--- src/rtl/dfi_init_seq.sv ---
// DDR3 power-up sequencer: DRAM reset, CKE bring-up, MR2/MR3/MR1/MR0, ZQCL, then init_done.
// Drives the init-side DFI command fields; one run per reset.
module dfi_init_seq #(
  parameter int ADDR_WIDTH = 14,
  parameter int BANK_WIDTH = 3,
  parameter int CNT_W      = 20,
  parameter int T_RESET    = 100000,
  parameter int T_CKE      = 250000,
  parameter int T_XPR      = 64,
  parameter int T_MRD      = 4,
  parameter int T_MOD      = 12,
  parameter int T_ZQINIT   = 512,
  parameter logic [ADDR_WIDTH-1:0] MR0 = '0,
  parameter logic [ADDR_WIDTH-1:0] MR1 = '0,
  parameter logic [ADDR_WIDTH-1:0] MR2 = '0,
  parameter logic [ADDR_WIDTH-1:0] MR3 = '0
) (
  input  logic                  clk,
  input  logic                  rst_n,
  input  logic                  start,
  output logic [ADDR_WIDTH-1:0] dfi_address,
  output logic [BANK_WIDTH-1:0] dfi_bank,
  output logic                  dfi_ras_n,
  output logic                  dfi_cas_n,
  output logic                  dfi_we_n,
  output logic                  dfi_cs_n,
  output logic                  dfi_cke,
  output logic                  dfi_odt,
  output logic                  dfi_reset_n,
  output logic                  dfi_dram_clk_disable,
  output logic                  busy,
  output logic                  init_done,
  output logic [3:0]            dbg_state
);

  localparam logic [3:0] S_IDLE     = 4'd0;
  localparam logic [3:0] S_RST_HOLD = 4'd1;
  localparam logic [3:0] S_CKE_WAIT = 4'd2;
  localparam logic [3:0] S_XPR      = 4'd3;
  localparam logic [3:0] S_MR2      = 4'd4;
  localparam logic [3:0] S_MR3      = 4'd5;
  localparam logic [3:0] S_MR1      = 4'd6;
  localparam logic [3:0] S_MR0      = 4'd7;
  localparam logic [3:0] S_ZQCL     = 4'd8;
  localparam logic [3:0] S_DONE     = 4'd9;

  // Counter preloads: a state with wait T loads T-1 and leaves when it reads 0.
  localparam logic [CNT_W-1:0] LD_RESET = CNT_W'(T_RESET - 1);
  localparam logic [CNT_W-1:0] LD_CKE   = CNT_W'(T_CKE - 1);
  localparam logic [CNT_W-1:0] LD_XPR   = CNT_W'(T_XPR - 1);
  localparam logic [CNT_W-1:0] LD_MRD   = CNT_W'(T_MRD - 1);
  localparam logic [CNT_W-1:0] LD_MOD   = CNT_W'(T_MOD - 1);
  localparam logic [CNT_W-1:0] LD_ZQ    = CNT_W'(T_ZQINIT - 1);

  localparam logic [ADDR_WIDTH-1:0] ZQ_ADDR = ADDR_WIDTH'(11'h400);

  logic [3:0]            state;
  logic [3:0]            next_state;
  logic [CNT_W-1:0]      cnt;
  logic [CNT_W-1:0]      cnt_d;
  logic [CNT_W-1:0]      load_val;
  logic                  entering;

  logic [ADDR_WIDTH-1:0] address_d;
  logic [BANK_WIDTH-1:0] bank_d;
  logic                  ras_n_d;
  logic                  cas_n_d;
  logic                  we_n_d;
  logic                  cke_d;
  logic                  reset_n_d;
  logic                  clk_disable_d;
  logic                  busy_d;
  logic                  done_d;

  assign dbg_state = state;

  always_comb begin
    next_state = state;
    load_val   = '0;
    unique case (state)
      S_IDLE: begin
        if (start) begin
          next_state = S_RST_HOLD;
          load_val   = LD_RESET;
        end
      end
      S_RST_HOLD: if (cnt == '0) begin next_state = S_CKE_WAIT; load_val = LD_CKE; end
      S_CKE_WAIT: if (cnt == '0) begin next_state = S_XPR;      load_val = LD_XPR; end
      S_XPR:      if (cnt == '0) begin next_state = S_MR2;      load_val = LD_MRD; end
      S_MR2:      if (cnt == '0) begin next_state = S_MR3;      load_val = LD_MRD; end
      S_MR3:      if (cnt == '0) begin next_state = S_MR1;      load_val = LD_MRD; end
      S_MR1:      if (cnt == '0) begin next_state = S_MR0;      load_val = LD_MOD; end
      S_MR0:      if (cnt == '0) begin next_state = S_ZQCL;     load_val = LD_ZQ;  end
      S_ZQCL:     if (cnt == '0) begin next_state = S_DONE;     load_val = '0;     end
      default:    next_state = state;
    endcase
  end

  assign entering = (next_state != state);

  always_comb begin
    if (entering) begin
      cnt_d = load_val;
    end else if (cnt != '0) begin
      cnt_d = cnt - CNT_W'(1);
    end else begin
      cnt_d = cnt;
    end
  end

  // Outputs are decoded from the state being entered so they line up with the transition edge.
  always_comb begin
    address_d     = '0;
    bank_d        = '0;
    ras_n_d       = 1'b1;
    cas_n_d       = 1'b1;
    we_n_d        = 1'b1;
    reset_n_d     = !(next_state == S_IDLE || next_state == S_RST_HOLD);
    cke_d         = (next_state >= S_XPR);
    clk_disable_d = (next_state == S_IDLE);
    busy_d        = (next_state != S_IDLE) && (next_state != S_DONE);
    done_d        = (next_state == S_DONE);
    if (entering) begin
      unique case (next_state)
        S_MR2: begin
          {ras_n_d, cas_n_d, we_n_d} = 3'b000;
          bank_d    = BANK_WIDTH'(2);
          address_d = MR2;
        end
        S_MR3: begin
          {ras_n_d, cas_n_d, we_n_d} = 3'b000;
          bank_d    = BANK_WIDTH'(3);
          address_d = MR3;
        end
        S_MR1: begin
          {ras_n_d, cas_n_d, we_n_d} = 3'b000;
          bank_d    = BANK_WIDTH'(1);
          address_d = MR1;
        end
        S_MR0: begin
          {ras_n_d, cas_n_d, we_n_d} = 3'b000;
          bank_d    = BANK_WIDTH'(0);
          address_d = MR0;
        end
        S_ZQCL: begin
          {ras_n_d, cas_n_d, we_n_d} = 3'b110;
          address_d = ZQ_ADDR;
        end
        default: begin
          address_d = '0;
        end
      endcase
    end
  end

  always_ff @(posedge clk or negedge rst_n) begin
    if (!rst_n) begin
      state                <= S_IDLE;
      cnt                  <= '0;
      dfi_address          <= '0;
      dfi_bank             <= '0;
      dfi_ras_n            <= 1'b1;
      dfi_cas_n            <= 1'b1;
      dfi_we_n             <= 1'b1;
      dfi_cs_n             <= 1'b1;
      dfi_cke              <= 1'b0;
      dfi_odt              <= 1'b0;
      dfi_reset_n          <= 1'b0;
      dfi_dram_clk_disable <= 1'b1;
      busy                 <= 1'b0;
      init_done            <= 1'b0;
    end else begin
      state                <= next_state;
      cnt                  <= cnt_d;
      dfi_address          <= address_d;
      dfi_bank             <= bank_d;
      dfi_ras_n            <= ras_n_d;
      dfi_cas_n            <= cas_n_d;
      dfi_we_n             <= we_n_d;
      dfi_cs_n             <= !cke_d;
      dfi_cke              <= cke_d;
      dfi_odt              <= 1'b0;
      dfi_reset_n          <= reset_n_d;
      dfi_dram_clk_disable <= clk_disable_d;
      busy                 <= busy_d;
      init_done            <= done_d;
    end
  end

endmodule

--- config.mk ---
export PLATFORM = sky130hd
export DESIGN_NAME = dfi_init_seq
export DESIGN_NICKNAME = d
export VERILOG_FILES = /design/src/rtl/dfi_init_seq.sv
export SDC_FILE = /design/constraint.sdc
export NUM_CORES = 1
export LEC_CHECK = 0
export ABC_AREA = 1
export CAP_MARGIN = 20
export CORE_UTILIZATION = 59
export CTS_BUF_LIST = sky130_fd_sc_hd__clkbuf_2
export DETAILED_ROUTE_END_ITERATION = 16
export PLACE_DENSITY_LB_ADDON = 0.15
export SLEW_MARGIN = 20
export SYNTH_ARGS = -nofsm -noshare
export SYNTH_HDL_FRONTEND = slang
export SYNTH_SLANG_ARGS = --single-unit
--- constraint.sdc ---
create_clock -name clk -period 4.65 [get_ports clk]
set_clock_uncertainty 0.1 [all_clocks]
set_input_delay 0.465 -clock clk [delete_from_list [all_inputs] [get_ports clk]]
set_output_delay 0.465 -clock clk [all_outputs]
set_load 0.01 [all_outputs]
==> impl_metrics.csv <==
group,metric,value,unit
worst_setup_path,required,4890,ps
synthesis,ys_types,33,
synthesis,yosysWarnings,0,
worst_setup_path,crit_slowest_cell,"dfrtp_1",
placed_design,dp.final_hpwl,3180,um
grt,gr-total-overflow,0,
grt,grt_first_pass_wirelength,7020,um
cts,cts_inserted_buffers,5,
min_path,hp-class,"in -> async",
synthesis,netlist_instances,255,
floorplanning,num_rows,21,
routing,drt-initial-drc-count,125,
grt,grt_use_total,26.0,%
cts,cts-root-buf,"clkbuf_2",
worst_setup_path,path_buf_inv,2,
worst_setup_path,cpPeakStageDelay,420,ps
placed_design,io_buffers,18,
final_layout,final_core_util,68.4,%
final_layout,fin_nets,279,
floorplanning,start_util,62.1,%
final_layout,area_growth,10.1,%
synthesis,synth-main-ff-cell,"dfrtp_1",
routing,via_per_inst,5.18,
synthesis,syn_area,0.00209,mm2
sta,whs,359,ps
worst_setup_path,r2r_setup_slack,2180,ps
power,p_leak,0.00117,uW
placed_design,place_area,0.00223,mm2
cts,clock_sinks,35,
worst_setup_path,crit_path_start_kind,"register",
worst_setup_path,worst_r2r_startpoint,"cnt[0]",
worst_setup_path,r2r-end,"cnt[5]",
cts,cts_hold_buf,0,
worst_setup_path,critPathKind,"reg -> reg",
worst_setup_path,cp-end-kind,"register",
final_layout,nFillCells,292,
floorplanning,dieArea,0.00378,mm2
synthesis,syn_avg_cell_area,8.19,um2
sta,hold_viol_final,0,
outcome,status,"complete, no violations",
worst_setup_path,critPathArrivalTime,2710,ps
cts,cts_tree,"done",
cts,postCtsSetupRepairBufs,0,
synthesis,async_flop_share,100,%
final_layout,fin_cells,322,
placed_design,dp.cells,314,
sta,finalCritPeriodShare,53.2,%
routing,dr.pass1.iters,4,
cts,clk_latency,390,ps
final_layout,layout-drive-gt1-share,14.1,%
grt,antenna_found_initial,0,
floorplanning,num_io_pins,34,
routing,vias,1667,
grt,grt_pass1_vias,1570,
sta,setup_viol,0,
routing,wl,4320,um
sta,fmax,404,MHz
synthesis,ys_ff_latch,35,
grt,grt_max_degree,36,
power,powerDensity,635,mW/mm2
floorplanning,die_w,61.5,um
floorplanning,coreArea,0.00336,mm2
cts,clockBufferDepth,2,
worst_setup_path,reg2reg_depth,12,
placed_design,gp_congestion,0.886,
final_layout,antenna_cells,0,
cts,post_cts_resized,0,
floorplanning,die_h,61.5,um
cts,ctsHtreeMaxLevel,2,
worst_setup_path,cp_max_fo,15,
cts,clkTransAtPathRegs,200,ps
synthesis,synth_edf_count,0,
sta,layout_min_cycle_time,2470,ps
routing,antenna_left,0,
worst_setup_path,path_delay_family,"simple AND/OR/NAND/NOR gates",
synthesis,yosysSeqAreaShare,42.2,%
sta,rsz0062_at_grt,"false",
final_layout,final_area,0.00230,mm2
worst_setup_path,path_cells,"inv_1 -> ha_1 -> nand2_2 -> nor2_8 -> nand3_2 -> a21oi_2 -> nand3_1 -> nand2_1 -> inv_2 -> nand2_2 -> nand2_1 -> a21oi_2",
power,ir_drop,321,uV
sta,finalSetupTns,0,ps
sta,slew_viol_final,0,
job,drv_cap,0,
routing,drc,0,
routing,routedWlPerCell,13.4,um
[how the worst max path moves through the flow]
stage,startpoint,endpoint,slack [ps],depth (start not counted)
after floorplan,cnt[0],cnt[15],2630,14
after global placement,cnt[0],cnt[5],2260,12
after detailed placement,cnt[0],cnt[5],2200,12
after CTS,cnt[0],cnt[5],2160,12
after global routing,cnt[0],cnt[1],1970,12
final,cnt[0],cnt[5],2180,12
[registers in the layout (all words and copies together) (netlist names)]
| name | count |
|---|---|
| dbg_state | 4 |
| dfi_cke | 1 |
| dfi_cs_n | 1 |
| dfi_we_n | 1 |
| init_done | 1 |
| dfi_cas_n | 1 |
| busy | 1 |
| dfi_reset_n | 1 |
| dfi_address | 1 |
| dfi_dram_clk_disable | 1 |
| cnt | 20 |
| dfi_bank | 2 |
[routing by layer]
metal  up-vias  part of all wire, %  global-route usage [%]
met1       786                   43                    33.2
met5         -                    0                       0
met4         0                  1.5                    8.57
met2        58                   50                    43.0
li1        817                    -                       -
met3         6                  5.6                    6.93
[where the power goes]
| part | internal [uW] | switching (uW) |
|---|---|---|
| clock | 91.1 | 106 |
| combinational | 285 | 484 |
| sequential | 412 | 82.9 |
[cells in the final DEF, fill, tap and decap left out, types with 3 or more instances in the layout]
cell type / instances
nand3_1: 22
xnor2_1: 7
clkbuf_2: 5
or2_2: 3
dfstp_2: 4
a21oi_1: 12
inv_1: 25
nor3_1: 6
dfrtp_1: 31
clkdlybuf4s50_1: 18
nand2_2: 5
o21ai_0: 6
conb_1: 15
inv_2: 5
nor2_2: 3
nand2_1: 36
xor2_1: 11
nand4_1: 5
nor2_1: 35
[final cells by class]
class                   instances  area [um2]  area share [%]
clock inverters                 3        43.8            1.90
clock buffers                   5        25.0            1.09
repair buffers                 19         188            8.16
inverters                      30         113            4.89
well taps                      46        57.6            2.50
flip-flops and latches         35         881            38.3
multi-input cells             184         993            43.2
[metrics by stage]
step / setup WS (ps) / power [uW]
2_1_floorplan: 2630 / 1090
3_3_place_gp: 2260 / 1260
3_5_place_dp: 2200 / 1260
4_1_cts: 2160 / 1470
5_1_grt: 1970 / 1590
6_report: 2180 / 1460
[kinds of logic (layout without fill, tap and decap cells)]
logic type	after synthesis	after routing	share of synthesized area, %
AND/OR/NAND/NOR	123	123	29.2
other	1	15	0.179
XOR/XNOR	18	18	7.54
AO/OA/AOI/OAI	27	27	7.49
buffers and inverters	50	57	12.8
flip-flops	35	35	42.2
adder cells (fa/ha/maj)	1	1	0.599
[synthesized netlist by cell type, types with 4 or more instances]
cell type | instances | area (um2)
nand2_1 | 36 | 135
nor2_1 | 35 | 131
dfrtp_1 | 31 | 776
inv_1 | 25 | 93.8
nand3_1 | 22 | 110
buf_4 | 17 | 128
a21oi_1 | 12 | 60.1
xor2_1 | 11 | 96.3
xnor2_1 | 7 | 61.3
nor3_1 | 6 | 30.0
o21ai_0 | 6 | 30.0
inv_2 | 5 | 18.8
nand2_2 | 5 | 31.3
nand4_1 | 5 | 31.3
dfstp_2 | 4 | 105
[worst reg2reg max path: cells and delay by family, from the launching register on]
family | cells | cell delay (ps)
buffers and inverters | 2 | 250
DFF | 1 | 420
and+or+nand+nor | 7 | 1060
adders and majority gates | 1 | 230
AOI/OAI and AO/OA | 2 | 360
No activity file was read; power rests on OpenSTA's default activity.
